[src/rtl/iso_rx_pkg.sv]
// Shared types, constants and helpers for the ISO7816-3 character receiver.
package iso_rx_pkg;

   typedef enum logic [2:0] {
      IDLE   = 3'd0,
      START  = 3'd1,
      DATA   = 3'd2,
      PARITY = 3'd3,
      GUARD  = 3'd4,
      ERRSIG = 3'd5
   } rx_state_t;

   localparam int DEFAULT_ETU = 372;
   localparam int MIN_ETU     = 8;

   // Zero selects the default ETU; tiny values are clamped so the half-ETU
   // sample point stays well clear of the synchroniser latency.
   function automatic int effective_etu(input int requested,
                                        input int default_etu,
                                        input int min_etu);
      int result;
      if (requested == 0)
         result = default_etu;
      else if (requested < min_etu)
         result = min_etu;
      else
         result = requested;
      return result;
   endfunction

endpackage

[src/rtl/iso_char_rx_if.sv]
// Signal bundle between the character receiver and its environment.
// The master side is the receiver itself; the slave side is the card model
// and the downstream TS/ATR analysis logic.
interface iso_char_rx_if #(
   parameter int ETU_W = 12
);
   logic             enable;
   logic             isoSio;
   logic [ETU_W-1:0] clocksPerEtu;
   logic             errSigEn;
   logic [7:0]       rxData;
   logic             endOfRx;
   logic             parityError;
   logic             sioDriveLow;
   logic             busy;

   modport master (
      input  enable, isoSio, clocksPerEtu, errSigEn,
      output rxData, endOfRx, parityError, sioDriveLow, busy
   );

   modport slave (
      output enable, isoSio, clocksPerEtu, errSigEn,
      input  rxData, endOfRx, parityError, sioDriveLow, busy
   );
endinterface

[src/rtl/iso_etu_timer.sv]
// ETU timing for one character: latches the effective clocks-per-ETU at the
// start edge and provides half-ETU and full-ETU ticks from a wrapping counter.
module iso_etu_timer #(
   parameter int ETU_W       = 12,
   parameter int DEFAULT_ETU = iso_rx_pkg::DEFAULT_ETU,
   parameter int MIN_ETU     = iso_rx_pkg::MIN_ETU
) (
   input  logic             isoClk,
   input  logic             nReset,
   input  logic             start,
   input  logic             restart,
   input  logic [ETU_W-1:0] clocksPerEtu,
   output logic             halfTick,
   output logic             etuTick
);
   import iso_rx_pkg::*;

   logic [ETU_W-1:0] etu_reg;
   logic [ETU_W-1:0] cnt;
   logic [ETU_W-1:0] etu_req;
   logic [ETU_W-1:0] full_last;
   logic [ETU_W-1:0] half_last;

   assign etu_req   = ETU_W'(effective_etu(int'(clocksPerEtu), DEFAULT_ETU, MIN_ETU));
   assign full_last = etu_reg - ETU_W'(1);
   assign half_last = (etu_reg >> 1) - ETU_W'(1);
   assign halfTick  = (cnt == half_last);
   assign etuTick   = (cnt == full_last);

   // Start latches the ETU for the whole character; restart only realigns
   // the counter (start bit confirmed). Otherwise count 0..E-1 and wrap.
   always_ff @(posedge isoClk or negedge nReset) begin
      if (!nReset) begin
         etu_reg <= ETU_W'(DEFAULT_ETU);
         cnt     <= '0;
      end else if (start) begin
         etu_reg <= etu_req;
         cnt     <= '0;
      end else if (restart || etuTick) begin
         cnt <= '0;
      end else begin
         cnt <= cnt + ETU_W'(1);
      end
   end

endmodule

[src/rtl/iso_char_rx.sv]
// ISO7816-3 character receiver: synchronises the card I/O line, deframes
// start + 8 data bits (LSB first) + even parity, reports the byte with a
// one-cycle endOfRx pulse and optionally signals a parity error on the line.
module iso_char_rx #(
   parameter int ETU_W       = 12,
   parameter int DEFAULT_ETU = iso_rx_pkg::DEFAULT_ETU,
   parameter int MIN_ETU     = iso_rx_pkg::MIN_ETU
) (
   input logic           nReset,
   input logic           isoClk,
   iso_char_rx_if.master bus
);
   import iso_rx_pkg::*;

   rx_state_t  state;
   logic       sync_meta;
   logic       s;
   logic       s_d;
   logic       fall;
   logic       half_tick;
   logic       etu_tick;
   logic       err_pending;
   logic       start_char;
   logic       restart_etu;
   logic [7:0] shift_reg;
   logic [2:0] bit_idx;

   assign fall        = s_d & ~s;
   assign err_pending = bus.parityError & bus.errSigEn;

   // A start edge is taken in IDLE, and also on the very cycle the guard time
   // ends: the edge detector output for a character sent exactly 10.5 ETU
   // after the previous one lands on that cycle, which is the first moment
   // the receiver is free again.
   assign start_char  = bus.enable & fall &
                        ((state == IDLE) |
                         ((state == GUARD) & etu_tick & ~err_pending));
   assign restart_etu = bus.enable & (state == START) & half_tick & ~s;

   iso_etu_timer #(
      .ETU_W       (ETU_W),
      .DEFAULT_ETU (DEFAULT_ETU),
      .MIN_ETU     (MIN_ETU)
   ) u_timer (
      .isoClk       (isoClk),
      .nReset       (nReset),
      .start        (start_char),
      .restart      (restart_etu),
      .clocksPerEtu (bus.clocksPerEtu),
      .halfTick     (half_tick),
      .etuTick      (etu_tick)
   );

   // Two-flop synchroniser plus one delayed copy for falling-edge detection;
   // resets to the idle (high) line level so reset release never looks like
   // a start bit.
   always_ff @(posedge isoClk or negedge nReset) begin
      if (!nReset) begin
         sync_meta <= 1'b1;
         s         <= 1'b1;
         s_d       <= 1'b1;
      end else begin
         sync_meta <= bus.isoSio;
         s         <= sync_meta;
         s_d       <= s;
      end
   end

   // Character FSM with registered outputs; dropping enable aborts to IDLE
   // while keeping the last received byte and parity result.
   always_ff @(posedge isoClk or negedge nReset) begin
      if (!nReset) begin
         state           <= IDLE;
         shift_reg       <= '0;
         bit_idx         <= '0;
         bus.rxData      <= '0;
         bus.endOfRx     <= 1'b0;
         bus.parityError <= 1'b0;
         bus.sioDriveLow <= 1'b0;
         bus.busy        <= 1'b0;
      end else begin
         bus.endOfRx <= 1'b0;
         if (!bus.enable) begin
            state           <= IDLE;
            bus.sioDriveLow <= 1'b0;
            bus.busy        <= 1'b0;
         end else begin
            case (state)
               IDLE: begin
                  if (start_char) begin
                     state    <= START;
                     bus.busy <= 1'b1;
                  end
               end
               START: begin
                  if (half_tick) begin
                     if (s) begin
                        state    <= IDLE;
                        bus.busy <= 1'b0;
                     end else begin
                        state   <= DATA;
                        bit_idx <= '0;
                     end
                  end
               end
               DATA: begin
                  if (etu_tick) begin
                     shift_reg[bit_idx] <= s;
                     bit_idx            <= bit_idx + 3'd1;
                     if (bit_idx == 3'd7)
                        state <= PARITY;
                  end
               end
               PARITY: begin
                  if (etu_tick) begin
                     bus.rxData      <= shift_reg;
                     bus.parityError <= (^shift_reg) ^ s;
                     bus.endOfRx     <= 1'b1;
                     state           <= GUARD;
                  end
               end
               GUARD: begin
                  if (etu_tick) begin
                     if (err_pending) begin
                        state           <= ERRSIG;
                        bus.sioDriveLow <= 1'b1;
                     end else if (start_char) begin
                        state <= START;
                     end else begin
                        state    <= IDLE;
                        bus.busy <= 1'b0;
                     end
                  end
               end
               ERRSIG: begin
                  if (etu_tick) begin
                     state           <= IDLE;
                     bus.sioDriveLow <= 1'b0;
                     bus.busy        <= 1'b0;
                  end
               end
               default: begin
                  state           <= IDLE;
                  bus.sioDriveLow <= 1'b0;
                  bus.busy        <= 1'b0;
               end
            endcase
         end
      end
   end

endmodule
[src/flat_wrapper.sv]
// flat-port wrapper written by rule: the top's interface ports become plain ports
module iso_char_rx_flat import iso_rx_pkg::*;
#(
   parameter int ETU_W       = 12,
   parameter int DEFAULT_ETU = iso_rx_pkg::DEFAULT_ETU,
   parameter int MIN_ETU     = iso_rx_pkg::MIN_ETU
)
  (nReset, isoClk, bus_enable, bus_isoSio, bus_clocksPerEtu, bus_errSigEn, bus_rxData, bus_endOfRx, bus_parityError, bus_sioDriveLow, bus_busy);
  iso_char_rx_if #(.ETU_W(ETU_W)) bus_i ();
  input logic nReset;
  input logic isoClk;
  input wire logic [$bits(bus_i.enable)-1:0] bus_enable;
  input wire logic [$bits(bus_i.isoSio)-1:0] bus_isoSio;
  input wire logic [$bits(bus_i.clocksPerEtu)-1:0] bus_clocksPerEtu;
  input wire logic [$bits(bus_i.errSigEn)-1:0] bus_errSigEn;
  output wire logic [$bits(bus_i.rxData)-1:0] bus_rxData;
  output wire logic [$bits(bus_i.endOfRx)-1:0] bus_endOfRx;
  output wire logic [$bits(bus_i.parityError)-1:0] bus_parityError;
  output wire logic [$bits(bus_i.sioDriveLow)-1:0] bus_sioDriveLow;
  output wire logic [$bits(bus_i.busy)-1:0] bus_busy;
  assign bus_i.enable = bus_enable;
  assign bus_i.isoSio = bus_isoSio;
  assign bus_i.clocksPerEtu = bus_clocksPerEtu;
  assign bus_i.errSigEn = bus_errSigEn;
  assign bus_rxData = bus_i.rxData;
  assign bus_endOfRx = bus_i.endOfRx;
  assign bus_parityError = bus_i.parityError;
  assign bus_sioDriveLow = bus_i.sioDriveLow;
  assign bus_busy = bus_i.busy;
  iso_char_rx #(.ETU_W(ETU_W), .DEFAULT_ETU(DEFAULT_ETU), .MIN_ETU(MIN_ETU)) u_core (.nReset(nReset), .isoClk(isoClk), .bus(bus_i));
endmodule
[config.mk]
export PLATFORM = sky130hd
export DESIGN_NAME = iso_char_rx_flat
export DESIGN_NICKNAME = d
export VERILOG_FILES = /design/src/rtl/iso_rx_pkg.sv /design/src/rtl/iso_char_rx_if.sv /design/src/rtl/iso_etu_timer.sv /design/src/rtl/iso_char_rx.sv /design/src/flat_wrapper.sv
export SDC_FILE = /design/constraint.sdc
export NUM_CORES = 1
export LEC_CHECK = 0
export ABC_AREA = 1
export BUFFER_PORTS_ARGS = -buffer_cell sky130_fd_sc_hd__buf_4
export CORE_MARGIN = 2
export CORE_UTILIZATION = 50
export CTS_CLUSTER_DIAMETER = 200
export DETAILED_ROUTE_END_ITERATION = 10
export PLACE_DENSITY = 0.73
export SLEW_MARGIN = 30
export SYNTH_ARGS = -nofsm -noshare
export SYNTH_HDL_FRONTEND = slang
export SYNTH_SLANG_ARGS = --single-unit
[constraint.sdc]
create_clock -name isoClk -period 4.2 [get_ports isoClk]
set_clock_uncertainty 0.05 [all_clocks]
set_input_delay 0.42 -clock isoClk [delete_from_list [all_inputs] [get_ports isoClk]]
set_output_delay 0.42 -clock isoClk [all_outputs]
set_load 0.01 [all_outputs]
==> results by group <==
Run status
  – Status: completed

Timing
  – Final Hold Viols: 0
  – Setup ws final: 1370 ps
  – Count of final setup violators: 0
  – Fin crit period: 2830 ps
  – Max-Slew Margin vs Limit: 0.566
  – Worst-margin pin slew: 651 ps
  – RSZ-0062 raised after global routing: no
  – Final worst path period share: 0.673
  – Peak Freq: 354 MHz
  – Slew Viols, Final: 0
  – Setup TNS: 0 ps

Yosys
  – Share of the synthesized area in the top cell type: 0.305
  – Area contributors post-synth: dfrtp_1 31%, nand2_1 18%, inv_1 7.4%
  – Synthesis Warnings: 0
  – Register area share after synthesis: 0.363
  – Synth area leader: dfrtp_1
  – Most common cell in the netlist: nand2_1
  – Post-synth EDFFs: 0
  – Mapped Nets: 568
  – Synth Area per Inst: 6.75 µm²
  – Cell Area, Synth: 0.00369 mm²
  – Synth cell count leaders: 172 x nand2_1, 73 x inv_1, 64 x nor2_1
  – Cells after synthesis: 546
  – Count of state elements after synthesis: 53
  – Post-synth cell types: 34
  – Synth async-reset ratio: 1.00
  – Top_reg_cell synth: dfrtp_1

Final layout
  – Ant diodes: 0
  – Non-filler cells, final: 671
  – Fin nets: 593
  – Final Cell Area: 0.00405 mm²
  – Area grow syn2layout: 9.84%
  – Share of cells above drive strength 1: 0.117

Min path
  – Hold Crit Class: in2async

Power and ir drop
  – VDD IR max: 0.387 mV
  – Power Dens Cells: 582 mW/mm²
  – Leakage: 2.08 nW

Worst setup path
  – Worst path arrival time: 2980 ps
  – Max stage delay cell, worst path: dfrtp_1
  – Reg2Reg Depth: 16
  – Crit path required time: 4360 ps
  – CP top delay family: simple AND/OR/NAND/NOR gates
  – CP endpoint kind: flop
  – Worst R2R End: u_core.u_timer.etu_reg[1]
  – CP cell instances: inv_1 > ha_1 > inv_1 > nor2_1 > nand2_1 > nand2_1 > nand3_1 > nor2_1 > nand3_1 > nor2_2 > nand2_1 > nand2_1 > nand2_2 > inv_2 > nand3_1 > o21ai_0
  – CP Buf/Inv Count: 3
  – R2r setup slk: 1370 ps
  – Cell with the most instances on the worst path: nand2_1
  – Crit path launch: u_core.u_timer.etu_reg[1]
  – Critical path peak fanout: 27
  – Critical R2R Launch: u_core.u_timer.etu_reg[1]
  – Critical path class: reg2reg
  – Worst setup SP type: flop
  – CP peak stage delay: 420 ps

Floorplanning
  – Die extent in x: 89.9 µm
  – Die Area: 0.00807 mm²
  – Row count: 31
  – CORE AREA: 0.00721 mm²
  – I/O Pins: 29
  – Starting density of the core: 0.511
  – Die height: 89.9 µm

Flow run
  – Max-cap check violation count: 0

Route
  – Total iterations of the first detailed-routing run: 5
  – DR iter-0 viols: 335
  – Antenna Violating Nets Remaining: 0
  – Via count: 3,404
  – Routed length per instance: 12.6 µm
  – DRC viols: 0
  – WL final: 8460 µm
  – Vias per cell: 5.07

Place
  – Dpl cell area: 0.00395 mm²
  – Dpl ws: 1440 ps
  – Dpl cells: 663
  – Final GP Congestion: 0.953
  – Post-DP HPWL: 6790 µm
  – Port bufs: 28

GRT
  – Vias in the first global route: 3,221
  – Grt total ovfl: 0
  – Largest net degree at the start of global routing: 54
  – First-pass GRT wire length: 14,800 µm
  – Initial antenna violation count: 0
  – Tot GR Track Use: 0.223

Clock tree
  – Hold Buf Count CTS: 0
  – Worst-skew pair later-pin latency: 310 ps
  – TritonCTS clock tree: done
  – CTS buffer count: 5
  – Clock Path Buffers: 2
  – CTS HTree Levels: 2
  – CTS sink cnt: 53
  – Root Buffer: clkbuf_8
  – Clock transition at the registers of the reported paths: 100 ps
  – Setup bufs post-CTS: 0
  – PostCTS Resize Cnt: 0
worst max-delay path by stage:
stage / slack [ps] / cells after the start / to
3_5_place_dp: 1440 / 16 / u_core.u_timer.etu_reg[1]
5_1_grt: 1050 / 16 / u_core.u_timer.etu_reg[1]
2_1_floorplan: 2020 / 11 / u_core.bus.rxData[5]
4_1_cts: 1420 / 16 / u_core.u_timer.etu_reg[1]
6_report: 1370 / 16 / u_core.u_timer.etu_reg[1]
3_3_place_gp: 1480 / 16 / u_core.u_timer.etu_reg[0]
metal layers:
layer  GRT usage  wire (µm)  up-vias
li1            -          -     1755
met1       0.313       4010     1533
met2       0.360       3790      105
met3      0.0386        544       11
met4      0.0603        120        0
met5           0          0        -
placed cells by master (no fill, tap or decap), drive strengths merged:
master / count
dfrtp: 45
a211oi: 1
and2: 1
nand2: 182
o221ai: 1
clkbuf: 5
buf: 28
inv: 76
nor3b: 2
ha: 5
nor2: 74
o211ai: 1
a31oi: 1
clkinv: 1
a21oi: 16
xor2: 16
xnor2: 12
dfstp: 8
o31ai: 1
o21ai: 32
nand4: 4
nor3: 16
nor4: 2
nand3b: 5
nand3: 37
report_power, final:
group | switching [mW] | internal, mW | leakage [nW]
clock | 0.180 | 0.125 | 0.0506
combinational | 0.791 | 0.433 | 1.39
sequential | 0.188 | 0.640 | 0.642
worst register-to-register path: cells and delay by family, from the launching register on:
family                     cells  cell delay, ps
and+or+nand+nor               11            1210
DFF                            1             420
AOI/OAI and AO/OA              1             150
adders and majority gates      1             260
buffers and inverters          3             640
kinds of logic (layout without fill, tap and decap cells):
family | Yosys count | count (layout) | share of synthesized area
DFF | 53 | 53 | 0.363
AOI/OAI and AO/OA | 53 | 53 | 0.0754
xor gates and xnor gates | 28 | 28 | 0.0665
buffers and inverters | 84 | 110 | 0.0940
adders and majority gates | 5 | 5 | 0.0170
and+or+nand+nor | 323 | 323 | 0.385
per-stage QoR:
stage                     hold WS, ps  utilization  power (mW)
after floorplan                  74.4            -        1.74
after global placement            304        0.548        2.01
after detailed placement          310        0.548        2.04
after CTS                        98.5        0.561        2.35
after global routing              130        0.561        2.59
final                            88.7        0.561        2.36
final cells by class:
type                            instances  area [µm²]
Clock buffer                            5        68.8
Timing Repair Buffer                   28         210
Tap cell                               99         124
Clock inverter                          3        28.8
Fill cell                             709        3170
Multi-Input combinational cell        409        2000
Inverter                               74         278
Sequential cell                        53        1340
(Power assumes the default switching activity.)
